**src/rtl/y86_pkg.sv**
```systemverilog
// Shared definitions for the Y86-64 instruction-memory loader.
package y86_pkg;

  localparam int unsigned LEN_W = 16;

  typedef enum logic [2:0] {
    ST_IDLE   = 3'd0,
    ST_HDR_LO = 3'd1,
    ST_HDR_HI = 3'd2,
    ST_LOAD   = 3'd3,
    ST_CSUM   = 3'd4,
    ST_DONE   = 3'd5,
    ST_ERR    = 3'd6
  } ld_state_t;

endpackage

```
**src/rtl/imem_loader_ctrl.sv**
```systemverilog
// Loader FSM: frame parsing, length bound check and running XOR checksum.
module imem_loader_ctrl
  import y86_pkg::*;
#(
  parameter int unsigned MEM_BYTES = 1024
) (
  input  logic             clk,
  input  logic             rst_n,
  input  logic             start,
  input  logic             in_valid,
  input  logic [7:0]       in_byte,
  input  logic [LEN_W-1:0] byte_count,
  output logic             in_ready,
  output logic             load_wr,
  output logic             load_start,
  output logic             done,
  output logic             err,
  output logic             core_run
);

  ld_state_t        state;
  ld_state_t        next_state;
  logic [LEN_W-1:0] len;
  logic [7:0]       csum;
  logic             xfer;
  logic [LEN_W-1:0] hdr_len;

  assign xfer    = in_valid && in_ready;
  assign hdr_len = {in_byte, len[7:0]};

  always_ff @(posedge clk or negedge rst_n) begin
    if (!rst_n) begin
      state <= ST_IDLE;
    end else begin
      state <= next_state;
    end
  end

  always_comb begin
    next_state = state;
    case (state)
      ST_IDLE, ST_DONE, ST_ERR: begin
        if (start) next_state = ST_HDR_LO;
      end
      ST_HDR_LO: begin
        if (xfer) next_state = ST_HDR_HI;
      end
      ST_HDR_HI: begin
        if (xfer) begin
          if (hdr_len == '0 || 32'(hdr_len) > MEM_BYTES) next_state = ST_ERR;
          else                                           next_state = ST_LOAD;
        end
      end
      ST_LOAD: begin
        // byte_count is the pre-increment value, so the last byte is at len-1.
        if (xfer && (byte_count + LEN_W'(1)) == len) next_state = ST_CSUM;
      end
      ST_CSUM: begin
        if (xfer) next_state = (in_byte == csum) ? ST_DONE : ST_ERR;
      end
      default: next_state = ST_IDLE;
    endcase
  end

  always_comb begin
    in_ready   = 1'b0;
    load_wr    = 1'b0;
    load_start = 1'b0;
    done       = 1'b0;
    err        = 1'b0;
    core_run   = 1'b0;
    case (state)
      ST_IDLE:   load_start = start;
      ST_HDR_LO: in_ready = 1'b1;
      ST_HDR_HI: in_ready = 1'b1;
      ST_LOAD: begin
        in_ready = 1'b1;
        load_wr  = in_valid;
      end
      ST_CSUM:   in_ready = 1'b1;
      ST_DONE: begin
        done       = 1'b1;
        core_run   = 1'b1;
        load_start = start;
      end
      ST_ERR: begin
        err        = 1'b1;
        load_start = start;
      end
      default: ;
    endcase
  end

  always_ff @(posedge clk or negedge rst_n) begin
    if (!rst_n) begin
      len  <= '0;
      csum <= '0;
    end else begin
      if (load_start) csum <= '0;
      if (xfer && state == ST_HDR_LO) len[7:0]  <= in_byte;
      if (xfer && state == ST_HDR_HI) len[15:8] <= in_byte;
      if (load_wr) csum <= csum ^ in_byte;
    end
  end

endmodule

```
**src/rtl/imem_loader.sv**
```systemverilog
// Streams a framed program image into instruction memory, one registered
// byte write per payload byte, and releases the core only after a good load.
module imem_loader
  import y86_pkg::*;
#(
  parameter int unsigned      MEM_BYTES = 1024,
  parameter int unsigned      ADDR_W    = 64,
  parameter longint unsigned  BASE_ADDR = 0
) (
  input  logic              clk,
  input  logic              rst_n,
  input  logic              start,
  input  logic              in_valid,
  input  logic [7:0]        in_byte,
  output logic              in_ready,
  output logic              mem_we,
  output logic [ADDR_W-1:0] mem_addr,
  output logic [7:0]        mem_wdata,
  output logic [15:0]       byte_count,
  output logic              core_run,
  output logic              done,
  output logic              err
);

  logic load_wr;
  logic load_start;

  imem_loader_ctrl #(
    .MEM_BYTES(MEM_BYTES)
  ) u_ctrl (
    .clk        (clk),
    .rst_n      (rst_n),
    .start      (start),
    .in_valid   (in_valid),
    .in_byte    (in_byte),
    .byte_count (byte_count),
    .in_ready   (in_ready),
    .load_wr    (load_wr),
    .load_start (load_start),
    .done       (done),
    .err        (err),
    .core_run   (core_run)
  );

  // Address/data hold their last value between writes; only mem_we pulses.
  always_ff @(posedge clk or negedge rst_n) begin
    if (!rst_n) begin
      mem_we     <= 1'b0;
      mem_addr   <= ADDR_W'(BASE_ADDR);
      mem_wdata  <= '0;
      byte_count <= '0;
    end else begin
      mem_we <= load_wr;
      if (load_start) begin
        byte_count <= '0;
      end else if (load_wr) begin
        mem_addr   <= ADDR_W'(BASE_ADDR) + ADDR_W'(byte_count);
        mem_wdata  <= in_byte;
        byte_count <= byte_count + 16'd1;
      end
    end
  end

endmodule
```
**config.mk**
```make
export PLATFORM = sky130hd
export DESIGN_NAME = imem_loader
export DESIGN_NICKNAME = d
export VERILOG_FILES = /design/src/rtl/y86_pkg.sv /design/src/rtl/imem_loader_ctrl.sv /design/src/rtl/imem_loader.sv
export SDC_FILE = /design/constraint.sdc
export NUM_CORES = 1
export LEC_CHECK = 0
export CAP_MARGIN = 20
export CORE_UTILIZATION = 25
export CTS_BUF_LIST = sky130_fd_sc_hd__clkbuf_4
export DETAILED_ROUTE_END_ITERATION = 6
export SLEW_MARGIN = 20
export SYNTH_ARGS = -nofsm -noshare
export SYNTH_HDL_FRONTEND = slang
export SYNTH_HIERARCHICAL = 1
export SYNTH_SLANG_ARGS = --single-unit
```
**constraint.sdc**
```tcl
create_clock -name clk -period 4.97 [get_ports clk]
set_input_delay 0.994 -clock clk [delete_from_list [all_inputs] [get_ports clk]]
set_output_delay 0.994 -clock clk [all_outputs]
set_load 0.1 [all_outputs]
```
* Word-level counts from Yosys, hierarchy flattened
Index checks and enable logic that the tools add are counted.
** Storage, ports and cells
- Register bits after elaboration :: 68
- Word-level logic and storage cells :: 54
- Output and inout port bits :: 93
** Operators by class
- Eq/ne operators :: 13
- Bitwise operators :: 2
- Multiplexer cells :: 17
- Order comparisons :: 1
- Add/subtract/negate cells :: 1
- Reduce and logical (&&, ||, !) cells :: 12
** Operators by type and width (count)
- 16-bit two-way mux :: 2
- 3-bit two-way mux :: 6
- 16-bit by 1-bit adder with 16-bit output (second input constant) :: 1
- 16-bit equality test :: 1
- 16-bit by 11-bit > comparator with 1-bit output (second input constant) :: 1
- 16-bit zero test :: 1
- 8-bit two-way mux :: 2
- 3-bit one-hot mux with 5 select lines :: 1
- 2-bit by 1-bit != test with 1-bit output (second input constant) :: 5
- 3-bit equality test (second input constant) :: 3
- 8-bit equality test :: 1
- 8-bit bitwise XOR :: 1
- 3-bit by 2-bit equality test with 1-bit output (second input constant) :: 2
- 1-bit two-way mux :: 5
- 5-bit AND reduction :: 1
- 1-bit logical AND :: 4
- 4-bit OR reduction :: 1
- 3-bit by 1-bit equality test with 1-bit output (second input constant) :: 1
- 3-bit zero test :: 1
- 3-bit OR reduction :: 1
- 2-bit two-way mux :: 1
- 2-bit AND reduction :: 1
- 2-bit nonzero test :: 1
- 1-bit logical OR :: 1
- 1-bit inverter :: 1

* Depth between registers and ports, before layout
Gate-level depths: netlist of the first run.
- Word-level depth :: 7
- Gate-level depth with buffers :: 12
- Depth with buffers taken out :: 7

* By module
The synthesis of the first run kept the hierarchy.
** Modules (own cells, without submodules)
- imem_loader :: area each 2180.8 um2, times used 1, cells each 188, sequential area each 1026.0 um2
- imem_loader_ctrl :: area each 2018.2 um2, times used 1, cells each 218, sequential area each 675.6 um2

* Worst setup path before layout of the first run
No wires, ideal clock.
- Path type :: register to output
- Start :: register u_ctrl.state[1]
- End :: output in_ready
- Slack :: 1.663 ns
- Stages on the path, launching flop included :: 4
- Data arrival time :: 2.313 ns
- Cell sequence :: dfrtp_1 -> buf_1 -> nor2_1 -> xnor2_1
** On the way
- Word-level cells in the longest chain between the ends :: 3
- Elaborated cells between the ends (all ways) :: 6
** RTL lines
- start: declaration :: line imem_loader_ctrl.sv:21 : ld_state_t state;
- start signal: assignment :: line imem_loader_ctrl.sv:35 : state <= next_state;
- 3-bit equality test, or another cell as far along :: line imem_loader_ctrl.sv:72 : case (state)
- 4-bit OR reduction (no source line) *
- 1-bit two-way mux * :: line imem_loader_ctrl.sv:72
- end: declaration :: line imem_loader.sv:15 : output logic in_ready,
Every way passes the cells marked *; elsewhere a longest branch is shown, timed or not.

* Worst setup path after layout of the first run
- Start :: register u_ctrl.state[2]
- End :: output core_run
** On the way
- Word-level cells in the longest chain between the ends :: 2
** RTL lines
- 3-bit equality test :: line imem_loader_ctrl.sv:72
- 1-bit two-way mux :: line imem_loader_ctrl.sv:72
- end: declaration :: line imem_loader.sv:20 : output logic core_run,
Every way passes these cells.

==> flow_metrics.env, run 1 <==
export IMPL_status="complete, no violations"
export IMPL_cp_arrival_ns=2.64
export IMPL_start_kind="register"
export IMPL_rsz0062_at_grt="no"
export IMPL_max_cap_violations=0
export IMPL_cts_made_buffers=9
export IMPL_io_buffer_count=56
export IMPL_use_met2_pct=19.02
export IMPL_clock_latency_ns=0.43
export IMPL_fin_util_pct=30.10
export IMPL_dieArea_um2=17320
export IMPL_final_layout_size_suffix_gt1_share_pct=16.63
export IMPL_ys_seq_elements=68
export IMPL_syn_avg_cell_area_um2=10.34
export IMPL_cts_num_sinks=68
export IMPL_start_util_pct=25.50
export IMPL_first_iter_violations=206
export IMPL_routed_via_count=3065
export IMPL_area_growth_pct=18.03
export IMPL_crit_type="reg -> out"
export IMPL_finalCriticalPeriod_ns=3.635
export IMPL_register_area_um2=1702
export IMPL_globalplace_congestion=0.7900
export IMPL_yosys_top_cells_area="dfrtp_1 (41%), mux2_2 (10%), buf_4 (9.5%)"
export IMPL_wirelength_mm=9.773
export IMPL_path_cells="nor2b_1, and2_1, clkdlybuf4s50_1"
export IMPL_post_dp_cell_area_um2=4765
export IMPL_die_w_um=131.6
export IMPL_power_density_nw_per_um2=570.7
export IMPL_core_um2=16470
export IMPL_fin_skew_ns=0.01367
export IMPL_grt_overflow=0
export IMPL_synth_cells=406
export IMPL_p_leak_nw=2.097
export IMPL_n_fill_cell=1711
export IMPL_antenna_found_initial=0
export IMPL_die_h_um=131.6
export IMPL_postCtsSetupRepairBufs=0
export IMPL_cts_resized=0
export IMPL_syn_cell_area_um2=4199
export IMPL_final_net_count=472
export IMPL_dp_hpwl_mm=6.979
export IMPL_hold_class="reg -> reg"
export IMPL_tightestPinTransition_ns=1.024
export IMPL_wl_per_cell_um=14.31
export IMPL_crit_path_max_incr_delay_ns=1.15
export IMPL_setup_tns_ns=0
export IMPL_clk_transition_reported_paths_ns=0.11
export IMPL_rows=47
export IMPL_ctsLongestPathBuffers=2
export IMPL_grt_pass1_vias=2901
export IMPL_grt_usage_pct=11.49
export IMPL_final_hold_viol_count=0
export IMPL_drc=0
export IMPL_finalCritPeriodShare_pct=73.13
export IMPL_end_kind="output port"
export IMPL_clock_root_buffer="clkbuf_4"
export IMPL_max_freq_mhz=275.1
export IMPL_cp_slowest_cell="clkdlybuf4s50_1"
export IMPL_grt_util_met3_pct=2.623
export IMPL_hold_buffers=0
export IMPL_antenna_cells=0
export IMPL_grt_pass1_wl_mm=15.64
export IMPL_ioPinCount=105
export IMPL_yosysWarnings=6
export IMPL_tritoncts="done"
export IMPL_multiInputGateArea_um2=2192
export IMPL_finalSetupViolations=0
export IMPL_cts_htree_levels=3
export IMPL_synth_top_area_cell="dfrtp_1"
export IMPL_postLayoutCellArea_um2=4956
export IMPL_vias_per_cell=4.488
export IMPL_drt_pass1_iterations=4
export IMPL_cp_required_ns=3.98
export IMPL_finalMaxSlewViolations=0
export IMPL_grtUsageMet1_pct=14.30
export IMPL_synth_top_area_share_pct=40.52
export IMPL_grt_max_degree=36
export IMPL_worstPathMaxFanout=12
export IMPL_peakVddDrop_v=0.0004835
export IMPL_synthArstFlopShare_pct=100.0
export IMPL_relSlewSlack_pct=31.51
export IMPL_ys_types=61
export IMPL_antenna_left=0
export IMPL_synth_edf_count=0
export IMPL_seq_area_frac_synth_pct=40.52
export IMPL_grt_most_used_layer="met2"
export IMPL_dominantRegCellSynth="dfrtp_1"
[stage by stage]
step	hold slack, ns	total power [W]	setup slack (ns)	instances
after floorplan	0.4594	0.002101	1.663	453
after global placement	0.4778	0.002342	1.541	667
after detailed placement	0.4775	0.002375	1.453	667
after CTS	0.4977	0.002848	1.320	683
after global routing	0.5140	0.002985	1.180	683
final	0.4966	0.002829	1.335	683
[cell type report]
type	count	share of cell area, %
Multi-Input combinational cell	313	44.23
Inverter	7	0.5302
Clock inverter	7	2.323
Timing Repair Buffer	59	11.66
Sequential cell	68	34.33
Clock buffer	9	1.363
Tap cell	220	5.554
[routing by layer]
metal / vias to the layer above / wire length, µm
met5: - / 0
met4: 0 / 187
met3: 13 / 362
met2: 95 / 4804
met1: 1502 / 4419
li1: 1455 / -
[cells in the final DEF (no fill, tap or decap), types with 4 or more instances in the layout]
master	instances
conb_1	48
nand2_1	17
nor4_1	4
nand3_1	12
inv_1	4
nand4_1	11
and2_1	4
xnor2_1	10
o21ai_0	5
clkdlybuf4s50_1	55
nor2b_1	7
o21ai_1	17
clkbuf_4	9
a21oi_1	13
a31oi_1	4
nor2_1	30
mux2_1	5
or4_1	6
mux2_2	38
xor2_1	21
o31ai_1	4
nor3_1	6
dfrtp_1	68
[worst max-delay path, delay by kind of cell, from the launching register on]
kind	cells	cell delay [ns]
AND/OR/NAND/NOR	2	0.47
buffers and inverters	1	1.15
flip-flops	1	0.61
[synth_stat cells, drive strengths merged (3+ instances only)]
library cell and number:
nor2 31, clkbuf 3, and4 3, nand2 18, xnor2 10, buf 62, a31oi 4, o21ai 22
nand3 12, dfrtp 68, and2 4, nand4 14, nor3 6, nand2b 3, o31ai 4, nor4 9
or4 7, a21oi 13, xor2 22, inv 7, nor2b 7, mux2 43
[power breakdown]
group | switching (W) | internal, W | leakage [nW]
clock network | 0.000209 | 0.000252 | 0.0919
logic | 0.00101 | 0.000433 | 1.12
registers | 0.000205 | 0.000719 | 0.881
[final timing paths]
| kind | start | end | slack (ns) | cells after the start |
|---|---|---|---|---|
| min in group asynchronous | rst_n | byte_count[0]$_DFFE_PN0P_ | 0.64 | 1 |
| worst min-delay path | mem_addr[10]$_DFFE_PN0P_ | mem_addr[10]$_DFFE_PN0P_ | 0.50 | 2 |
| worst min register to register | mem_addr[10]$_DFFE_PN0P_ | mem_addr[10]$_DFFE_PN0P_ | 0.50 | 2 |
| worst max-delay path | u_ctrl/state[2]$_DFFE_PN0P_ | core_run | 1.34 | 3 |
| worst max register to register | u_ctrl/state[0]$_DFFE_PN0P_ | byte_count[13]$_DFFE_PN0P_ | 2.19 | 7 |
| max in group asynchronous | rst_n | u_ctrl/csum[1]$_DFFE_PN0P_ | 3.37 | 2 |
[flip-flops by register name (all words and copies together), names as in the netlist]
signal        count
byte_count       16
mem_addr         16
mem_wdata         8
mem_we            1
u_ctrl/csum       8
u_ctrl/len       16
u_ctrl/state      3
[logic make-up (layout without fill, tap and decap cells)]
| kind of cell | after synthesis | count (layout) | synth area share [%] |
|---|---|---|---|
| compound gates | 56 | 56 | 8.432 |
| xor+xnor | 32 | 32 | 7.122 |
| fa+ha+maj | 2 | 2 | 0.5959 |
| buf+inv | 72 | 82 | 11.68 |
| flops | 68 | 68 | 40.52 |
| mux | 45 | 45 | 12.01 |
| other cells | 1 | 48 | 0.08931 |
| simple gates | 130 | 130 | 19.55 |
Power figures use the tool's default switching activity.
==> run 2, diff against run 1 <==
==> constraint.sdc (replaced) <==
create_clock -name clk -period 3.4 [get_ports clk]
set_input_delay 0.68 -clock clk [delete_from_list [all_inputs] [get_ports clk]]
set_output_delay 0.68 -clock clk [all_outputs]
set_load 0.1 [all_outputs]
==> flow_metrics.env, run 2 (synthesized netlist as in run 1, its figures left out) <==
export IMPL_p_leak_nw=2.184
export IMPL_setup_tns_ns=0
export IMPL_fin_util_pct=29.65
export IMPL_hold_buffers=0
export IMPL_clk_transition_reported_paths_ns=0.13
export IMPL_postLayoutCellArea_um2=4882
export IMPL_relSlewSlack_pct=35.27
export IMPL_antenna_cells=0
export IMPL_power_density_nw_per_um2=844.7
export IMPL_finalSetupViolations=0
export IMPL_dieArea_um2=17320
export IMPL_tightestPinTransition_ns=0.9679
export IMPL_cp_arrival_ns=3.09
export IMPL_mostFrequentLayoutCells="dfrtp_1 (68), conb_1 (48), buf_4 (45), mux2_2 (38), nor2_1 (30)"
export IMPL_antenna_found_initial=0
export IMPL_stdcell_count=687
export IMPL_max_freq_mhz=361.8
export IMPL_postCtsSetupRepairBufs=0
export IMPL_cts_made_buffers=9
export IMPL_crit_type="reg -> reg"
export IMPL_total_power_w=0.004124
export IMPL_end_kind="register"
export IMPL_start_kind="register"
export IMPL_drc=0
export IMPL_finalCriticalPeriod_ns=2.764
export IMPL_start_util_pct=25.50
export IMPL_antenna_left=0
export IMPL_grt_pass1_vias=3070
export IMPL_die_w_um=131.6
export IMPL_top_regs="byte_count (16), mem_addr (16), u_ctrl/len (16)"
export IMPL_final_hold_viol_count=0
export IMPL_finalMaxSlewViolations=0
export IMPL_post_dp_cell_area_um2=4700
export IMPL_worstPathMaxFanout=11
export IMPL_final_layout_size_suffix_gt1_share_pct=25.05
export IMPL_routed_via_count=3116
export IMPL_cts_num_sinks=68
export IMPL_crit_path_max_incr_delay_ns=0.62
export IMPL_worst_path_buf_inv=0
export IMPL_area_growth_pct=16.27
export IMPL_core_um2=16470
export IMPL_dp_hpwl_mm=7.059
export IMPL_first_iter_violations=197
export IMPL_fin_skew_ns=0.02008
export IMPL_ioPinCount=105
export IMPL_power_internal_w=0.002033
export IMPL_tritoncts="done"
export IMPL_vias_per_cell=4.536
export IMPL_grt_overflow=0
export IMPL_p_switching_w=0.002091
export IMPL_peakVddDrop_v=0.0004680
export IMPL_max_cap_violations=0
export IMPL_path_cells="ha_1, nand3_1, xnor2_1, nand4b_1, or4_4, a2111oi_4, a31oi_1"
export IMPL_swShare_pct=50.70
export IMPL_grt_max_degree=69
export IMPL_wirelength_mm=9.883
export IMPL_drt_pass1_iterations=4
export IMPL_globalplace_congestion=0.8006
export IMPL_finalCritPeriodShare_pct=81.30
export IMPL_grt_pass1_wl_mm=16.33
export IMPL_status="complete, no violations"
export IMPL_cp_slowest_cell="dfrtp_1"
export IMPL_grt_usage_pct=11.93
export IMPL_ctsLongestPathBuffers=2
export IMPL_rsz0062_at_grt="no"
export IMPL_hold_class="in -> async"
export IMPL_clock_latency_ns=0.45
export IMPL_rows=47
export IMPL_cp_required_ns=3.73
export IMPL_final_net_count=476
export IMPL_crit_family="simple AND/OR/NAND/NOR gates"
export IMPL_final_common_cell="dfrtp_1"
export IMPL_p_seq_share_pct=32.7
export IMPL_comb_power_share_pct=50.7
export IMPL_cts_resized=0
export IMPL_wl_per_cell_um=14.39
export IMPL_clock_root_buffer="clkbuf_4"
export IMPL_p_clk_share_pct=16.5
export IMPL_die_h_um=131.6
export IMPL_io_buffer_count=56
export IMPL_cts_htree_levels=3
export IMPL_place_inst=671
-- run 2: cell count changes in the layout (fill, tap and decap cells not counted) --
cell,change
buf_4,+42
clkdlybuf4s50_1,-38
clkinv_1,+2
clkinv_2,-2
clkinv_4,+2
clkinvlp_4,-2
nor4_2,+1
nor4_4,-1
-- run 2: power by group through the flow --
stage                     clock network [W]  logic, W  registers (W)
after floorplan                           0   0.00123        0.00184
after global routing               0.000745   0.00222        0.00139
after global placement                    0   0.00206        0.00135
after detailed placement                  0   0.00210        0.00137
after CTS                          0.000697   0.00210        0.00135
final                              0.000681   0.00209        0.00135
-- run 2: worst paths after layout --
check | startpoint | endpoint | slack (ns) | depth (start not counted)
max | byte_count[0]$_DFFE_PN0P_ | u_ctrl/state[0]$_DFFE_PN0P_ | 0.64 | 7
min | rst_n | mem_addr[11]$_DFFE_PN0P_ | 0.41 | 2
max reg2reg | byte_count[0]$_DFFE_PN0P_ | u_ctrl/state[0]$_DFFE_PN0P_ | 0.64 | 7
min reg2reg | mem_addr[10]$_DFFE_PN0P_ | mem_addr[10]$_DFFE_PN0P_ | 0.50 | 2
max in group asynchronous | rst_n | u_ctrl/len[1]$_DFFE_PN0P_ | 2.38 | 2
min in group clk | mem_addr[10]$_DFFE_PN0P_ | mem_addr[10]$_DFFE_PN0P_ | 0.50 | 2
-- run 2: per-stage QoR --
step	setup slack (ns)	hold slack (ns)
floorplan	0.4065	0.3844
global placement	0.5392	0.4780
detailed placement	0.4789	0.4833
CTS	0.5905	0.4638
global route	0.4722	0.4684
finish	0.6360	0.4117
-- run 2: worst reg2reg max path, cell delays in order (launching register included) --
cell and delay [ns]:
dfrtp_1 0.62, ha_1 0.42, nand3_1 0.14, xnor2_1 0.18
nand4b_1 0.15, or4_4 0.56, a2111oi_4 0.44, a31oi_1 0.14
-- run 2: final cells by class --
class	count	area, µm²
multi-input combinational	313	2183
fill	1724	11580
clock buffer	9	67.56
sequential	68	1702
tap	220	275.3
clock inverter	7	115.1
timing repair buffer	63	513.0
inverter	7	26.28
-- run 2: metal layers --
layer  wire length [µm]  track usage, %  part of all wire [%]
met5                  0               0                     0
met2               4798           19.49                    49
met1               4544           15.25                    46
met3                398           2.894                   4.0
met4                142           4.199                   1.4
==> run 3, diff against run 2 <==
==> constraint.sdc (replaced) <==
create_clock -name clk -period 2.8 [get_ports clk]
set_input_delay 0.56 -clock clk [delete_from_list [all_inputs] [get_ports clk]]
set_output_delay 0.56 -clock clk [all_outputs]
set_load 0.1 [all_outputs]
==> flow_metrics.env, run 3 (synthesized netlist as in run 1, its figures left out) <==
export IMPL_status="complete, no violations"
export IMPL_mostFrequentLayoutCells="dfrtp_1 (59), buf_4 (58), conb_1 (48), mux2_2 (38), nor2_1 (30)"
export IMPL_final_layout_size_suffix_gt1_share_pct=29.96
export IMPL_vias_per_cell=4.594
export IMPL_power_internal_w=0.002234
export IMPL_grt_pass1_wl_mm=16.58
export IMPL_drt_pass1_iterations=4
export IMPL_top_regs="byte_count (16), mem_addr (16), u_ctrl/len (16)"
export IMPL_finalMaxSlewViolations=0
export IMPL_drc=0
export IMPL_cts_resized=0
export IMPL_start_util_pct=25.50
export IMPL_dieArea_um2=17320
export IMPL_die_w_um=131.6
export IMPL_crit_type="reg -> reg"
export IMPL_post_dp_cell_area_um2=4766
export IMPL_p_clk_share_pct=12.3
export IMPL_antenna_left=0
export IMPL_reg2reg_slack_ns=0.23
export IMPL_final_common_cell="dfrtp_1"
export IMPL_wirelength_mm=10.24
export IMPL_cp_arrival_ns=2.91
export IMPL_dp_slack_ns=0.2265
export IMPL_tritoncts="done"
export IMPL_max_freq_mhz=388.6
export IMPL_hold_buffers=0
export IMPL_finalCritPeriodShare_pct=91.90
export IMPL_finalSetupViolations=0
export IMPL_ctsLongestPathBuffers=2
export IMPL_clock_root_buffer="clkbuf_4"
export IMPL_layout_setup_ws_ns=0.2268
export IMPL_p_seq_share_pct=34.1
export IMPL_final_net_count=483
export IMPL_rows=47
export IMPL_ioPinCount=105
export IMPL_r2r_start="byte_count[0]$_DFFE_PN0P_"
export IMPL_dp_hpwl_mm=7.369
export IMPL_p_leak_nw=2.191
export IMPL_cts_htree_levels=3
export IMPL_tightestPinTransition_ns=0.6263
export IMPL_globalplace_congestion=0.8024
export IMPL_finalCriticalPeriod_ns=2.573
export IMPL_crit_family="simple AND/OR/NAND/NOR gates"
export IMPL_comb_power_share_pct=53.5
export IMPL_rsz0062_at_grt="no"
export IMPL_n_fill_cell=1746
export IMPL_cp_required_ns=3.14
export IMPL_peakVddDrop_v=0.0006931
export IMPL_first_iter_violations=178
export IMPL_worst_path_buf_inv=0
export IMPL_cp_slowest_cell="or4_4"
export IMPL_postLayoutCellArea_um2=4882
export IMPL_core_um2=16470
export IMPL_crit_path_max_incr_delay_ns=0.56
export IMPL_cts_made_buffers=9
export IMPL_relSlewSlack_pct=58.25
export IMPL_clock_latency_ns=0.47
export IMPL_power_density_nw_per_um2=984.4
export IMPL_postCtsSetupRepairBufs=0
export IMPL_clk_transition_reported_paths_ns=0.12
export IMPL_wl_per_cell_um=14.76
export IMPL_antenna_cells=0
export IMPL_hold_class="in -> async"
export IMPL_routed_via_count=3188
export IMPL_grt_overflow=0
export IMPL_start_kind="register"
export IMPL_worstPathMaxFanout=11
export IMPL_die_h_um=131.6
export IMPL_area_growth_pct=16.27
export IMPL_antenna_found_initial=0
export IMPL_crit_start="byte_count[0]$_DFFE_PN0P_"
export IMPL_max_cap_violations=0
export IMPL_io_buffer_count=56
export IMPL_cts_num_sinks=68
export IMPL_swShare_pct=53.52
export IMPL_grt_pass1_vias=3164
export IMPL_p_switching_w=0.002572
export IMPL_fin_skew_ns=0.02175
export IMPL_path_cells="ha_1, nand3_1, xnor2_1, nand4b_1, or4_4, a2111oi_4, a31oi_1"
export IMPL_grt_max_degree=44
export IMPL_grt_usage_pct=12.25
export IMPL_end_kind="register"
export IMPL_final_hold_viol_count=0
run 3: changes by cell type in the layout (fill, tap and decap cells not counted), sizes merged:
| cell | previous run | this run |
|---|---|---|
| clkinvlp | 0 | 2 |
| clkbuf | 9 | 10 |
| buf | 46 | 60 |
| bufinv | 3 | 0 |
| clkdlybuf4s50 | 17 | 10 |
run 3: per-stage QoR:
step	utilization [%]	std cells	total power, W	hold slack, ns	TNS [ns]
after detailed placement	28.94	678	0.004239	0.4836	0
after global placement	28.94	678	0.004170	0.4738	0
final	29.65	694	0.004806	0.09592	0
after global routing	29.65	694	0.005070	0.1217	0
after floorplan	-	453	0.003744	0.2644	-0.01283
after CTS	29.65	694	0.004847	0.09286	0
run 3: path summary, 6_finish.rpt:
check                                               to  cells after the start
max                        u_ctrl/state[0]$_DFFE_PN0P_                      7
min                           mem_addr[14]$_DFFE_PN0P_                      1
max reg2reg                u_ctrl/state[0]$_DFFE_PN0P_                      7
min reg2reg                 u_ctrl/csum[3]$_DFFE_PN0P_                      1
max in group asynchronous   u_ctrl/csum[2]$_DFFE_PN0P_                      2
min in group clk            u_ctrl/csum[3]$_DFFE_PN0P_                      1
run 3: layout make-up:
class                      count  area (µm²)  area share, %
multi-input combinational    313        2191          44.87
sequential                    68        1713          35.08
timing repair buffer          70       560.5          11.48
tap                          220       275.3          5.638
clock buffer                  10       75.07          1.538
clock inverter                 6       41.29         0.8457
inverter                       7       26.28         0.5382
run 3: worst reg2reg max path: stages (launching register included):
cell	delay, ns
dfrtp_2	0.52
ha_1	0.36
nand3_1	0.13
xnor2_1	0.16
nand4b_1	0.17
or4_4	0.56
a2111oi_4	0.42
a31oi_1	0.14
run 3: power groups by stage:
stage,sequential [W],clock (W),combinational [W]
after floorplan,0.00224,0,0.00150
after global placement,0.00164,0,0.00253
after detailed placement,0.00166,0,0.00258
after CTS,0.00164,0.000622,0.00259
after global routing,0.00169,0.000661,0.00271
final,0.00164,0.000593,0.00257
run 3: routing by layer:
metal | GRT usage [%] | wire, µm | up-vias
met1 | 14.70 | 4626 | 1581
met2 | 20.63 | 4943 | 108
li1 | - | - | 1475
met5 | 0 | 0 | -
met3 | 2.353 | 398 | 24
met4 | 6.589 | 271 | 0
